`src/rtl/seg_scan_driver.sv`:
```
// seg_scan_driver
//   Time-multiplexed seven-segment driver for N_DIGITS hex digits.
//   A prescaler produces one tick per digit slot; each tick advances the
//   digit index. Each slot opens with BLANK_CYCLES clocks of all-off output to
//   suppress ghosting, then drives the selected digit. The displayed value
//   lives in a shadow register that only changes at frame boundaries, so a
//   frame never shows a mix of old and new digits.
//
// Ports
//   clk        : system clock
//   reset      : asynchronous, active-low reset
//   value      : hex nibbles, digit i = value[4i+3:4i], digit 0 rightmost
//   load       : 1-cycle strobe, captures value into staging
//   digit_en   : per-digit enable (live)
//   dp         : per-digit decimal point enable (live)
//   lz_blank   : blank leading-zero digits (live)
//   anodes     : active-low digit selects (registered)
//   segments   : active-low segments, [6]=CA .. [0]=CG (registered)
//   dp_n       : active-low decimal point (registered)
//   frame_done : 1-cycle pulse after each frame boundary
module seg_scan_driver #(
    parameter int CLK_FREQ_HZ  = 100_000_000,
    parameter int DIGIT_HZ     = 1000,
    parameter int N_DIGITS     = 8,
    parameter int BLANK_CYCLES = 0
) (
    input  logic                    clk,
    input  logic                    reset,
    input  logic [4*N_DIGITS-1:0]   value,
    input  logic                    load,
    input  logic [N_DIGITS-1:0]     digit_en,
    input  logic [N_DIGITS-1:0]     dp,
    input  logic                    lz_blank,
    output logic [N_DIGITS-1:0]     anodes,
    output logic [6:0]              segments,
    output logic                    dp_n,
    output logic                    frame_done
);

    localparam int DIV   = CLK_FREQ_HZ / DIGIT_HZ;
    localparam int CNT_W = $clog2(DIV);
    localparam int IDX_W = $clog2(N_DIGITS);
    localparam int BLK_W = (BLANK_CYCLES > 0) ? $clog2(BLANK_CYCLES + 1) : 1;

    typedef enum logic {
        BLANK = 1'b0,
        DRIVE = 1'b1
    } state_t;

    logic [CNT_W-1:0]       count_reg;
    logic [IDX_W-1:0]       index_reg;
    logic [4*N_DIGITS-1:0]  staging_reg;
    logic [4*N_DIGITS-1:0]  shadow_reg;
    logic                   pending_reg;
    logic                   frame_done_reg;
    state_t                 state_reg, state_next;
    logic [BLK_W-1:0]       blank_cnt_reg, blank_cnt_next;
    logic [N_DIGITS-1:0]    anodes_reg, anodes_next;
    logic [6:0]             segments_reg, segments_next;
    logic                   dp_n_reg, dp_n_next;

    logic                   tick;
    logic                   boundary;
    logic [3:0]             nib [N_DIGITS];
    logic [N_DIGITS-1:0]    nib_nz;
    logic [N_DIGITS-1:0]    sel_onehot;
    logic [IDX_W-1:0]       msd_idx;
    logic                   lit;

    function automatic logic [6:0] hex7(input logic [3:0] n);
        case (n)
            4'h0:    hex7 = 7'b0000001;
            4'h1:    hex7 = 7'b1001111;
            4'h2:    hex7 = 7'b0010010;
            4'h3:    hex7 = 7'b0000110;
            4'h4:    hex7 = 7'b1001100;
            4'h5:    hex7 = 7'b0100100;
            4'h6:    hex7 = 7'b0100000;
            4'h7:    hex7 = 7'b0001111;
            4'h8:    hex7 = 7'b0000000;
            4'h9:    hex7 = 7'b0000100;
            4'hA:    hex7 = 7'b0001000;
            4'hB:    hex7 = 7'b1100000;
            4'hC:    hex7 = 7'b0110001;
            4'hD:    hex7 = 7'b1000010;
            4'hE:    hex7 = 7'b0110000;
            default: hex7 = 7'b0111000;
        endcase
    endfunction

    assign tick     = (count_reg == CNT_W'(DIV - 1));
    assign boundary = tick && (index_reg == IDX_W'(N_DIGITS - 1));

    // Per-digit views of the shadow value and the one-hot digit select.
    genvar gi;
    generate
        for (gi = 0; gi < N_DIGITS; gi++) begin : g_digit
            assign nib[gi]        = shadow_reg[4*gi +: 4];
            assign nib_nz[gi]     = |shadow_reg[4*gi +: 4];
            assign sel_onehot[gi] = (index_reg == IDX_W'(gi));
        end
    endgenerate

    // Most significant non-zero digit; stays 0 for an all-zero value so
    // digit 0 always survives leading-zero blanking.
    always_comb begin
        msd_idx = '0;
        for (int i = 1; i < N_DIGITS; i++) begin
            if (nib_nz[i]) msd_idx = IDX_W'(i);
        end
    end

    // Prescaler and digit index.
    always_ff @(posedge clk or negedge reset) begin
        if (!reset) begin
            count_reg <= '0;
            index_reg <= IDX_W'(N_DIGITS - 1);
        end else begin
            count_reg <= tick ? '0 : count_reg + 1'b1;
            if (tick) index_reg <= (index_reg == IDX_W'(N_DIGITS - 1)) ? '0 : index_reg + 1'b1;
        end
    end

    // Staging/shadow: a load on the boundary cycle bypasses staging so it
    // takes effect in the frame that starts right then.
    always_ff @(posedge clk or negedge reset) begin
        if (!reset) begin
            staging_reg    <= '0;
            shadow_reg     <= '0;
            pending_reg    <= 1'b0;
            frame_done_reg <= 1'b0;
        end else begin
            frame_done_reg <= boundary;
            if (load) staging_reg <= value;
            if (boundary) begin
                if (pending_reg || load) shadow_reg <= load ? value : staging_reg;
                pending_reg <= 1'b0;
            end else if (load) begin
                pending_reg <= 1'b1;
            end
        end
    end

    // Slot state machine.
    always_ff @(posedge clk or negedge reset) begin
        if (!reset) begin
            state_reg     <= BLANK;
            blank_cnt_reg <= '0;
        end else begin
            state_reg     <= state_next;
            blank_cnt_reg <= blank_cnt_next;
        end
    end

    // After reset the counter is 0 and the FSM idles in BLANK until the
    // first tick; a non-zero counter is a live anti-ghosting interval.
    always_comb begin
        state_next     = state_reg;
        blank_cnt_next = blank_cnt_reg;
        if (tick) begin
            if (BLANK_CYCLES == 0) begin
                state_next     = DRIVE;
                blank_cnt_next = '0;
            end else begin
                state_next     = BLANK;
                blank_cnt_next = BLK_W'(BLANK_CYCLES);
            end
        end else if (state_reg == BLANK && blank_cnt_reg != '0) begin
            blank_cnt_next = blank_cnt_reg - 1'b1;
            if (blank_cnt_reg == BLK_W'(1)) state_next = DRIVE;
        end
    end

    // Output decode; a single one-hot select keeps at most one anode low.
    assign lit = digit_en[index_reg] & ~(lz_blank & (index_reg > msd_idx));

    always_comb begin
        anodes_next   = '1;
        segments_next = 7'h7F;
        dp_n_next     = 1'b1;
        if (state_reg == DRIVE && lit) begin
            anodes_next   = ~sel_onehot;
            segments_next = hex7(nib[index_reg]);
            dp_n_next     = ~dp[index_reg];
        end
    end

    always_ff @(posedge clk or negedge reset) begin
        if (!reset) begin
            anodes_reg   <= '1;
            segments_reg <= 7'h7F;
            dp_n_reg     <= 1'b1;
        end else begin
            anodes_reg   <= anodes_next;
            segments_reg <= segments_next;
            dp_n_reg     <= dp_n_next;
        end
    end

    assign anodes     = anodes_reg;
    assign segments   = segments_reg;
    assign dp_n       = dp_n_reg;
    assign frame_done = frame_done_reg;

endmodule

```
`config.mk`:
```
export PLATFORM = sky130hd
export DESIGN_NAME = seg_scan_driver
export DESIGN_NICKNAME = d
export VERILOG_FILES = /design/src/rtl/seg_scan_driver.sv
export SDC_FILE = /design/constraint.sdc
export NUM_CORES = 1
export LEC_CHECK = 0
export BUFFER_PORTS_ARGS = -buffer_cell sky130_fd_sc_hd__buf_2
export CORE_UTILIZATION = 57
export DETAILED_ROUTE_END_ITERATION = 10
export PLACE_DENSITY = 0.89
export SLEW_MARGIN = 20
export SYNTH_ARGS = -nofsm -noshare
export SYNTH_HDL_FRONTEND = slang
export SYNTH_SLANG_ARGS = --single-unit
```
`constraint.sdc`:
```
create_clock -name clk -period 3.33 [get_ports clk]
set_input_delay 0.1665 -clock clk [delete_from_list [all_inputs] [get_ports clk]]
set_output_delay 0.1665 -clock clk [all_outputs]
set_load 0.05 [all_outputs]
```
==> flow_metrics.py, run 1 <==
metrics = {
    "die": {
        "die_height_um": 93.5,
        "horiz_die_dim_um": 93.5,
        "rows": 33,
        "start_util_pct": 58.4,
        "die_area_um2": 8750,
        "core-area_um2": 8180,
        "num_ports": 69,
    },
    "detailed_routing": {
        "wl_per_cell_um": 17.2,
        "route.vias.total": 3132,
        "postRouteAntennaNets": 0,
        "detailedRoute.firstPassIterationCount": 7,
        "drt-total-wl_mm": 9.33,
        "first_iter_violations": 248,
        "post-route-drc-count": 2,
        "vias_per_cell": 5.79,
    },
    "worst_hold_path": {
        "timing.hold.worst_endpoint": "staging_reg[22]",
        "hp-start": "value[22]",
        "min-delay-path-class": "primary input to register",
        "worst_hold_path.num_cells": 2,
    },
    "clock_network": {
        "cts_tree": "built",
        "clock_sinks": 104,
        "htree_levels": 3,
        "cts-buffers-inserted": 9,
        "clk_pin_slew_ns": 0.09,
        "count_of_instances_resized_after_the_clock_tree_is_built": 0,
        "root_buffer": "clkbuf_8",
        "cts.path.max_buffers": 2,
        "clk_latency_ns": 0.37,
    },
    "yosys": {
        "post_synth_num_cell_types": 46,
        "synthesis.instances": 363,
        "synth_edf_count": 0,
        "post_synthesis_sequential_area_ratio_pct": 55.0,
        "post_synthesis_mean_instance_area_um2": 13.2,
        "synth_top_flop_cell": "dfrtp_1",
        "synth_async_sr_flop_share_pct": 100,
        "post_synth_instance_area_um2": 4780,
        "synth_warnings": 0,
        "postSynthNetCount": 431,
        "yosys_register_bits": 104,
    },
    "place": {
        "hpwlAfterDp_mm": 6.77,
        "gp_congestion": 0.928,
        "placement.io_buffers": 68,
    },
    "power_and_ir_drop": {
        "power_density_nw_per_um2": 413,
        "power.ir.vdd_worst_mv": 0.304,
        "static_leakage_power_uw": 0.00252,
        "totalPowerFinal_uw": 2220,
    },
    "final_layout": {
        "drive_above_1_share_pct": 36.0,
        "layout_common_cells": "dfrtp_1, buf_2, mux2_2",
        "final_net_count": 499,
        "syn2layout_area_growth_pct": 12.8,
        "final_common_cell": "dfrtp_1",
        "fill_cells": 562,
        "antenna_cells": 0,
    },
    "grt": {
        "globalRouteOverflowTotal": 0,
        "groute.layer.met3.usage_pct": 5.04,
        "globalRoute.busiestLayer": "met2",
        "grtUsageMet2_pct": 38.0,
        "grt_use_met1_pct": 30.4,
        "global_route_wire_length_before_repair_mm": 15.3,
        "largest_net_degree_at_the_start_of_global_routing": 83,
        "number_of_global_route_vias_before_repair": 3120,
        "grtUsageTotal_pct": 23.2,
        "grt_antenna_before_repair": 0,
    },
    "worst_setup_path": {
        "crit-reg2reg-capture": "segments[0]",
        "r2r_start": "shadow_reg[9]",
        "crit_arrival_ns": 3.04,
        "cp_max_fo": 16,
        "worst_r2r_path_depth": 11,
        "path_delay_family": "simple AND/OR/NAND/NOR gates",
        "path_depth": 11,
        "critical_path.slowest_cell": "and3_1",
        "critPathRequiredTime_ns": 3.58,
        "worst-path-buf-inv": 0,
        "cp-start-kind": "register",
        "cp-end-kind": "register",
        "timing.critical_path.slowest_cell_delay_ns": 0.51,
        "crit_type": "register to register",
        "crit_path_cell_trace": "nor4_1 -> o41ai_1 -> a21boi_0 -> o21ai_0 -> nand2_1 -> ha_1 -> nor2b_1 -> o21a_1 -> o211ai_1 -> and3_1 -> o221ai_1",
        "timing.reg2reg.setup_slack_ns": 0.54,
    },
    "outcome": {
        "failed_checks": "DRC",
        "outcome": "finished, violations left",
    },
    "timing": {
        "hold_violations": 0,
        "timing.slew.headroom_pct": 51.7,
        "fin_tns_setup_ns": 0,
        "finalMaxSlewViolations": 0,
        "rsz0062_at_grt": "false",
        "tightestPinTransition_ns": 0.724,
        "layout_worst_path_cycle_share_pct": 83.7,
        "clock_skew_ns": 0.0144,
        "finalSetupViolations": 0,
        "max_freq_ghz": 0.359,
        "final.min_clock_period_ns": 2.79,
    },
    "job": {
        "cap_viol_max_count": 0,
    },
}
-- final cells by class --
| type | count | area (um^2) | area share, % |
|---|---|---|---|
| Sequential cell | 104 | 2630 | 48.7 |
| Multi-Input combinational cell | 236 | 2020 | 37.5 |
| Timing Repair Buffer | 73 | 387 | 7.17 |
| Clock buffer | 11 | 141 | 2.62 |
| Tap cell | 105 | 131 | 2.44 |
| Clock inverter | 5 | 56.3 | 1.04 |
| Inverter | 7 | 26.3 | 0.488 |
-- per-layer routing --
layer	up-vias	share of wire, %
li1	1425	-
met1	1551	43
met2	133	49
met3	23	5.5
met4	0	2.4
met5	-	0
-- cells by family (layout without fill, tap and decap cells) --
logic type,after synthesis,count (layout),synth area share (%)
mux,82,82,21.6
compound gates,25,25,3.46
flops,104,104,55.0
simple gates,98,98,10.3
buf+inv,23,96,2.70
xor+xnor,15,15,2.75
fa+ha+maj,16,16,4.19
-- metrics by stage --
| step | util, % | hold slack (ns) | area, um^2 | cells | setup WS [ns] |
|---|---|---|---|---|---|
| after floorplan | - | -0.129 | 4780 | 363 | 0.829 |
| after global placement | 63.3 | 0.378 | 5180 | 524 | 0.735 |
| after detailed placement | 63.3 | 0.393 | 5180 | 524 | 0.645 |
| after CTS | 65.9 | 0.0339 | 5390 | 541 | 0.596 |
| after global routing | 65.9 | 0.0320 | 5390 | 541 | 0.288 |
| final | 65.9 | 0.0414 | 5390 | 541 | 0.541 |
-- cells in the mapped netlist, types with 2 or more instances --
library cell | instances | share of area, %
dfrtp_1 | 85 | 45
mux2_2 | 38 | 9.0
mux2_1 | 30 | 7.1
nor2_1 | 25 | 2.0
nand2_1 | 22 | 1.7
dfstp_2 | 19 | 10
ha_1 | 16 | 4.2
nand3_1 | 15 | 1.6
mux4_2 | 10 | 4.7
xnor2_1 | 8 | 1.5
clkbuf_1 | 7 | 0.55
xor2_1 | 7 | 1.3
a21oi_1 | 6 | 0.63
nor4_1 | 6 | 0.79
buf_6 | 5 | 1.2
nor3_1 | 5 | 0.52
and3_1 | 4 | 0.52
buf_2 | 4 | 0.42
inv_1 | 4 | 0.31
mux2i_1 | 4 | 0.84
or3_1 | 4 | 0.52
nand4_1 | 3 | 0.39
nor2b_1 | 3 | 0.39
o211ai_1 | 3 | 0.47
o21ai_0 | 3 | 0.31
o221ai_1 | 3 | 0.55
a211oi_1 | 2 | 0.31
and2_1 | 2 | 0.26
inv_2 | 2 | 0.16
o21ai_1 | 2 | 0.21
-- power by group --
group          internal [uW]  total [uW]  switching, uW  leakage [uW]
clock network            369         786            418     0.0000997
logic                   62.5         126           63.7       0.00113
registers               1300        1310           10.1       0.00129
-- timing repair --
action	4_1_cts	5_1_grt
buffers inserted	0	0
endpoints found under the setup margin	0	0
endpoints found under the hold margin	7	0
hold buffers	1	0
-- worst max path at each step --
stage	slack (ns)	from	to
final	0.54	shadow_reg[9]	segments[0]
after global routing	0.29	shadow_reg[8]	segments[0]
after CTS	0.60	shadow_reg[8]	segments[0]
after detailed placement	0.64	shadow_reg[8]	segments[0]
after global placement	0.73	shadow_reg[9]	segments[0]
after floorplan	0.83	index_reg[0]	segments[2]
Note: power is estimated with default switching activity, not from simulation.
==> run 2, diff against run 1 <==
CORE_UTILIZATION = 51   (was 57)
PLACE_DENSITY = 0.84   (was 0.89)
clock period = 2.28 ns   (was 3.33 ns; I/O delays follow)
==> run 2 against run 1 <==
  * The flow finishes with violations (setup timing)
  * Setup slack worse by 0.71 ns
  * Clock power up 42%
  * Core utilization grew 2.4 points
  * First-iteration DRC count down 42%
  * Total power is 47% higher
  * Clock skew rose by 0.0053 ns
  * Global-route usage fell by 1.3 points
  * Combinational power increased by 80%
  * Sequential cell count is the same
==> flow_metrics.py, run 2 (synthesis results as in run 1) <==
metrics = {
    "grt": {
        "global_route_wire_length_before_repair_mm": 16.6,
        "largest_net_degree_at_the_start_of_global_routing": 54,
        "number_of_global_route_vias_before_repair": 3437,
        "grt_antenna_before_repair": 0,
        "grtUsageTotal_pct": 21.9,
        "globalRouteOverflowTotal": 0,
    },
    "timing": {
        "finalMaxSlewViolations": 0,
        "hold_violations": 0,
        "rsz0062_at_grt": "true",
        "timing.slew.headroom_pct": 56.3,
        "finalSetupViolations": 16,
        "hold_slack_ns": 0.00747,
        "max_freq_ghz": 0.409,
        "final.min_clock_period_ns": 2.44,
        "clock_skew_ns": 0.0197,
        "tightestPinTransition_ns": 0.656,
        "layout_worst_path_cycle_share_pct": 107,
        "final_worst_path_setup_slack_ns": -0.165,
    },
    "clock_network": {
        "clk_latency_ns": 0.38,
        "cts.path.max_buffers": 2,
        "clock_sinks": 104,
        "htree_levels": 3,
        "cts_tree": "built",
        "cts-buffers-inserted": 9,
        "root_buffer": "clkbuf_8",
        "clk_pin_slew_ns": 0.10,
    },
    "outcome": {
        "outcome": "finished, violations left",
        "failed_checks": "setup timing",
    },
    "power_and_ir_drop": {
        "power.ir.vdd_worst_mv": 0.384,
        "static_leakage_power_uw": 0.00283,
        "power_density_nw_per_um2": 537,
        "totalPowerFinal_uw": 3260,
    },
    "place": {
        "placement.io_buffers": 68,
        "gp_congestion": 0.873,
        "hpwlAfterDp_mm": 6.83,
        "dpl.cell_count": 551,
    },
    "final_layout": {
        "final_net_count": 558,
        "layout_common_cells": "dfrtp_1, buf_2, mux2_2",
        "multi_input_comb_area_um2": 2120,
        "fill_cells": 586,
        "register_area_um2": 2630,
        "antenna_cells": 0,
        "final_common_cell": "dfrtp_1",
        "post_layout_nonfiller_instances": 603,
        "drive_above_1_share_pct": 41.2,
        "syn2layout_area_growth_pct": 27.1,
    },
    "die": {
        "die_area_um2": 9760,
        "core-area_um2": 8890,
        "horiz_die_dim_um": 98.8,
        "start_util_pct": 53.7,
        "num_ports": 69,
        "die_height_um": 98.8,
        "rows": 34,
    },
    "worst_setup_path": {
        "cp-end-kind": "register",
        "cp-start-kind": "register",
        "crit_type": "register to register",
        "critPathRequiredTime_ns": 2.57,
        "crit_arrival_ns": 2.73,
        "cp_max_fo": 8,
    },
    "detailed_routing": {
        "vias_per_cell": 5.63,
        "postRouteAntennaNets": 0,
        "first_iter_violations": 145,
        "detailedRoute.firstPassIterationCount": 4,
        "route.vias.total": 3393,
        "post-route-drc-count": 0,
        "wl_per_cell_um": 18.1,
        "drt-total-wl_mm": 10.9,
    },
    "job": {
        "cap_viol_max_count": 0,
    },
    "worst_hold_path": {
        "min-delay-path-class": "primary input to register",
    },
}
==> run 2: power breakdown <==
group	total, uW	switching, uW	internal (uW)
clock network	1120	652	468
registers	1920	14.7	1900
logic	227	101	125
==> run 2: what timing repair did <==
item / 4_1_cts / 5_1_grt
pin swaps: 0 / 6
gates cloned: 0 / 2
setup endpoints to repair: 16 / 48
resized for setup: 4 / 14
endpoints found under the hold margin: 60 / 0
hold buffers: 29 / 0
setup buffers: 2 / 3
==> run 2: worst max-delay path, cell delays in order, from the launching register on <==
cell and delay, ns:
dfrtp_1 0.45, nor4_2 0.34, nand2_1 0.14, a21oi_2 0.13
nor2_1 0.06, ha_1 0.29, nor2b_1 0.14, o21a_1 0.17
o211ai_1 0.15, and3_4 0.24, buf_12 0.12, o221ai_1 0.11
==> run 2: per-stage QoR <==
stage          setup slack, ns  util, %  instance area [um^2]  TNS [ns]
3_5_place_dp            -0.118     61.0                  5430    -0.987
6_report                -0.165     68.3                  6070     -2.16
5_1_grt                 -0.322     68.3                  6070     -4.75
3_3_place_gp           -0.0245     61.0                  5430   -0.0806
2_1_floorplan         -0.00183        -                  4810  -0.00183
4_1_cts                -0.0443     66.9                  5950    -0.104
==> run 2: path summary, 6_finish.rpt <==
check | start | cells after the start | slack, ns | end
min | value[28] | 2 | 0.007 | staging_reg[28]
max in group asynchronous | reset | 3 | 1.28 | shadow_reg[20]
min in group asynchronous | reset | 2 | 0.28 | staging_reg[9]
max | shadow_reg[20] | 11 | -0.16 | segments[0]
max reg2reg | shadow_reg[20] | 11 | -0.16 | segments[0]
min reg2reg | blank_cnt_reg | 1 | 0.48 | state_reg
==> run 2: final cells by class <==
class / count / share of cell area (%)
Clock inverter: 5 / 0.618
Clock buffer: 11 / 2.49
Timing Repair Buffer: 132 / 16.0
Inverter: 7 / 0.433
Tap cell: 108 / 2.23
Sequential cell: 104 / 43.3
Multi-Input combinational cell: 236 / 34.9
==> run 2: layer usage <==
layer | GRT usage, % | share of wire, %
met5 | 0 | 0
met1 | 29.6 | 43
met4 | 11.7 | 4.0
met3 | 3.48 | 5.0
met2 | 34.3 | 48
==> run 3, diff against run 2 <==
ABC_AREA = 1   (was default)
CORE_UTILIZATION = 54   (was 51)
CTS_BUF_LIST = sky130_fd_sc_hd__clkbuf_4 sky130_fd_sc_hd__clkbuf_8   (was default)
HOLD_SLACK_MARGIN = 0.12   (was default)
PLACE_DENSITY = 0.87   (was 0.84)
==> run 3 against run 2 <==
  * The run now ends clean
  * Routed wire length is 7.6% higher
  * Setup slack gained 0.20 ns
  * Register-to-register slack gained 0.20 ns
  * First-iteration DRC count up 83%
  * Design area grew 3.1%
  * Clock-buffer cell count decreased by 1
  * Critical path depth increased by 2
  * Cell count increased by 49%
  * Combinational power hardly changed
  * Synthesized cell count is 82% higher
  * Critical endpoint is now dp_n
  * Highest routed layer unchanged
==> flow_metrics.py, run 3 <==
metrics = {
    "yosys": {
        "yosys-top-cells-count": "nand2_1, dfrtp_1, nand3_1",
        "post_synth_num_cell_types": 30,
        "synth.most_common_cell": "nand2_1",
        "post_synth_instance_area_um2": 5180,
        "post_synthesis_mean_instance_area_um2": 7.86,
        "main_combinational_cell_family_by_area_after_synthesis": "simple AND/OR/NAND/NOR gates",
        "synth_simple_gate_area_share_pct": 34.1,
        "postSynthNetCount": 728,
        "share_of_the_synthesized_area_in_compound_gates_ao_oa_aoi_oai_pct": 2.44,
        "synth_fa_ha_area_share_pct": 3.86,
        "synth_top_flop_cell": "dfrtp_1",
        "synthTopCellsByArea": "dfrtp_1, nand2_1, dfstp_2, nand3_1, inv_1",
        "synth_edf_count": 0,
        "yosys_register_bits": 104,
        "synth.area.mux_share_pct": 0,
        "post_synthesis_sequential_area_ratio_pct": 50.7,
        "yosys.area.top_type": "dfrtp_1",
        "synth_warnings": 0,
        "synth_top_area_share_pct": 41.0,
        "synthesis.instances": 660,
        "synth_async_sr_flop_share_pct": 100,
        "post_synth_xor_area_fraction_pct": 1.35,
    },
    "place": {
        "gp_congestion": 0.883,
        "dpl_cell_area_um2": 5640,
        "placement.io_buffers": 68,
        "place_ws_ns": -0.0358,
        "hpwlAfterDp_mm": 8.14,
    },
    "timing": {
        "tightestPinTransition_ns": 0.474,
        "final_worst_path_setup_slack_ns": 0.0339,
        "finalMaxSlewViolations": 0,
        "timing.slew.headroom_pct": 68.4,
        "rsz0062_at_grt": "true",
        "clock_skew_ns": 0.0174,
        "final.min_clock_period_ns": 2.25,
        "hold_violations": 0,
        "layout_worst_path_cycle_share_pct": 98.5,
        "finalSetupViolations": 0,
        "max_freq_ghz": 0.445,
    },
    "worst_setup_path": {
        "cp_max_fo": 6,
        "crit_arrival_ns": 2.57,
        "timing.reg2reg.setup_slack_ns": 0.03,
        "cp-end-kind": "register",
        "critPathLaunch": "shadow_reg[15]",
        "worst-path-buf-inv": 1,
        "worst_setup_path_endpoint": "dp_n",
        "path_common_cell": "nand2_1",
        "worst_r2r_path_depth": 13,
        "cp-start-kind": "register",
        "path_depth": 13,
        "timing.critical_path.slowest_cell_delay_ns": 0.43,
        "critPathRequiredTime_ns": 2.61,
        "r2r_start": "shadow_reg[15]",
        "crit_type": "register to register",
        "critical_path.slowest_cell": "dfrtp_1",
        "crit_path_cell_trace": "nor4_4 -> nand2_1 -> nand2_1 -> nand2_1 -> nand2_1 -> nand2_1 -> ha_1 -> nand3_1 -> nand2_1 -> or2_2 -> nand4_4 -> inv_2 -> nand3_1",
        "crit-reg2reg-capture": "dp_n",
        "path_delay_family": "simple AND/OR/NAND/NOR gates",
    },
    "grt": {
        "grt_antenna_before_repair": 0,
        "grtUsageTotal_pct": 24.8,
        "global_route_wire_length_before_repair_mm": 19.7,
        "number_of_global_route_vias_before_repair": 4559,
        "globalRouteOverflowTotal": 0,
        "largest_net_degree_at_the_start_of_global_routing": 45,
    },
    "power_and_ir_drop": {
        "power_density_nw_per_um2": 517,
        "static_leakage_power_uw": 0.00331,
        "power.ir.vdd_worst_mv": 0.356,
        "totalPowerFinal_uw": 3230,
    },
    "detailed_routing": {
        "detailedRoute.firstPassIterationCount": 5,
        "post-route-drc-count": 0,
        "first_iter_violations": 266,
        "wl_per_cell_um": 13.1,
        "drt-total-wl_mm": 11.7,
        "route.vias.total": 4616,
        "vias_per_cell": 5.15,
        "postRouteAntennaNets": 0,
    },
    "job": {
        "cap_viol_max_count": 0,
    },
    "clock_network": {
        "clock_sinks": 104,
        "cts_tree": "built",
        "htree_levels": 3,
        "cts.path.max_buffers": 2,
        "clk_latency_ns": 0.38,
        "clk_pin_slew_ns": 0.11,
        "cts-buffers-inserted": 9,
        "root_buffer": "clkbuf_8",
    },
    "final_layout": {
        "final_common_cell": "nand2_1",
        "antenna_cells": 0,
        "design_area_um2": 6260,
        "fill_cells": 709,
        "drive_above_1_share_pct": 18.6,
        "layout_common_cells": "nand2_1, dfrtp_1, nand3_1",
        "syn2layout_area_growth_pct": 20.8,
        "final_net_count": 830,
    },
    "die": {
        "core-area_um2": 9280,
        "num_ports": 69,
        "horiz_die_dim_um": 100,
        "die_height_um": 100,
        "die_area_um2": 10000,
        "rows": 35,
        "start_util_pct": 55.8,
    },
    "outcome": {
        "outcome": "completed",
    },
    "worst_hold_path": {
        "min-delay-path-class": "primary input to register",
    },
}
==> run 3: cell count changes in the layout (fill, tap and decap cells not counted), moves of 7 or more <==
cell,before,now
mux2_2,38,0
inv_1,4,59
nand3_1,15,76
mux4_2,10,0
mux2_1,30,0
o21ai_0,2,13
nor2_1,25,34
nand2_1,22,278
buf_4,31,16
xnor2_1,8,1
==> run 3: worst register-to-register path, delay by kind of cell (launching register included) <==
kind | cells | cell delay, ns
AND/OR/NAND/NOR | 11 | 1.38
flip-flops | 1 | 0.43
adder cells (fa/ha/maj) | 1 | 0.29
buffers and inverters | 1 | 0.09
==> run 3: worst min-delay path by stage <==
stage / startpoint / end / slack (ns) / cells after the start
after floorplan: reset / blank_cnt_reg / -0.18 / 0
after global placement: reset / shadow_reg[26] / 0.02 / 1
after detailed placement: reset / shadow_reg[25] / 0.03 / 1
after CTS: load / staging_reg[21] / 0.13 / 3
after global routing: load / staging_reg[21] / 0.16 / 3
final: load / staging_reg[21] / 0.14 / 3
==> run 3: where the power goes <==
part	total, uW	internal, uW	switching (uW)
Sequential	1910	1890	14.6
Clock	1100	441	661
Combinational	224	102	122
Total	3230	2440	797
==> run 3: layout make-up <==
type	count	area, um^2	share of cell area (%)
clock inverters	6	47.5	0.759
inverters	63	236	3.78
well taps	129	161	2.58
clock buffers	10	138	2.20
repair buffers	117	806	12.9
multi-input cells	467	2250	35.9
flip-flops and latches	104	2630	41.9
==> run 3: cells by family (layout without fill, tap and decap cells) <==
| kind of cell | count (synthesis) | count (layout) |
|---|---|---|
| DFF | 104 | 104 |
| and+or+nand+nor | 420 | 420 |
| adders and majority gates | 16 | 16 |
| buffers and inverters | 89 | 196 |
| xor gates and xnor gates | 8 | 8 |
| AOI/OAI and AO/OA | 23 | 23 |
==> run 3: what timing repair did <==
action / CTS / global route
resized for setup: 1 / 13
hold endpoints to repair: 151 / 0
buffers inserted: 0 / 4
endpoints found under the setup margin: 7 / 16
hold buffers: 33 / 0
pin swaps: 0 / 2
cloned: 0 / 0
==> run 3: metal layers <==
layer,wire length [um],vias to the layer above,GRT usage (%)
met5,0,-,0
met4,402,0,12.4
met3,540,46,4.18
met2,5640,175,42.8
met1,5160,2138,30.3
li1,-,2257,-
==> run 3: per-stage QoR <==
stage | TNS (ns) | util [%] | hold slack (ns) | instances
after global routing | -1.11 | 67.4 | 0.157 | 896
after detailed placement | -0.0707 | 60.7 | 0.0272 | 843
after global placement | 0 | 60.7 | 0.0213 | 843
after CTS | 0 | 66.3 | 0.125 | 892
after floorplan | 0 | - | -0.182 | 660
final | 0 | 67.4 | 0.138 | 896
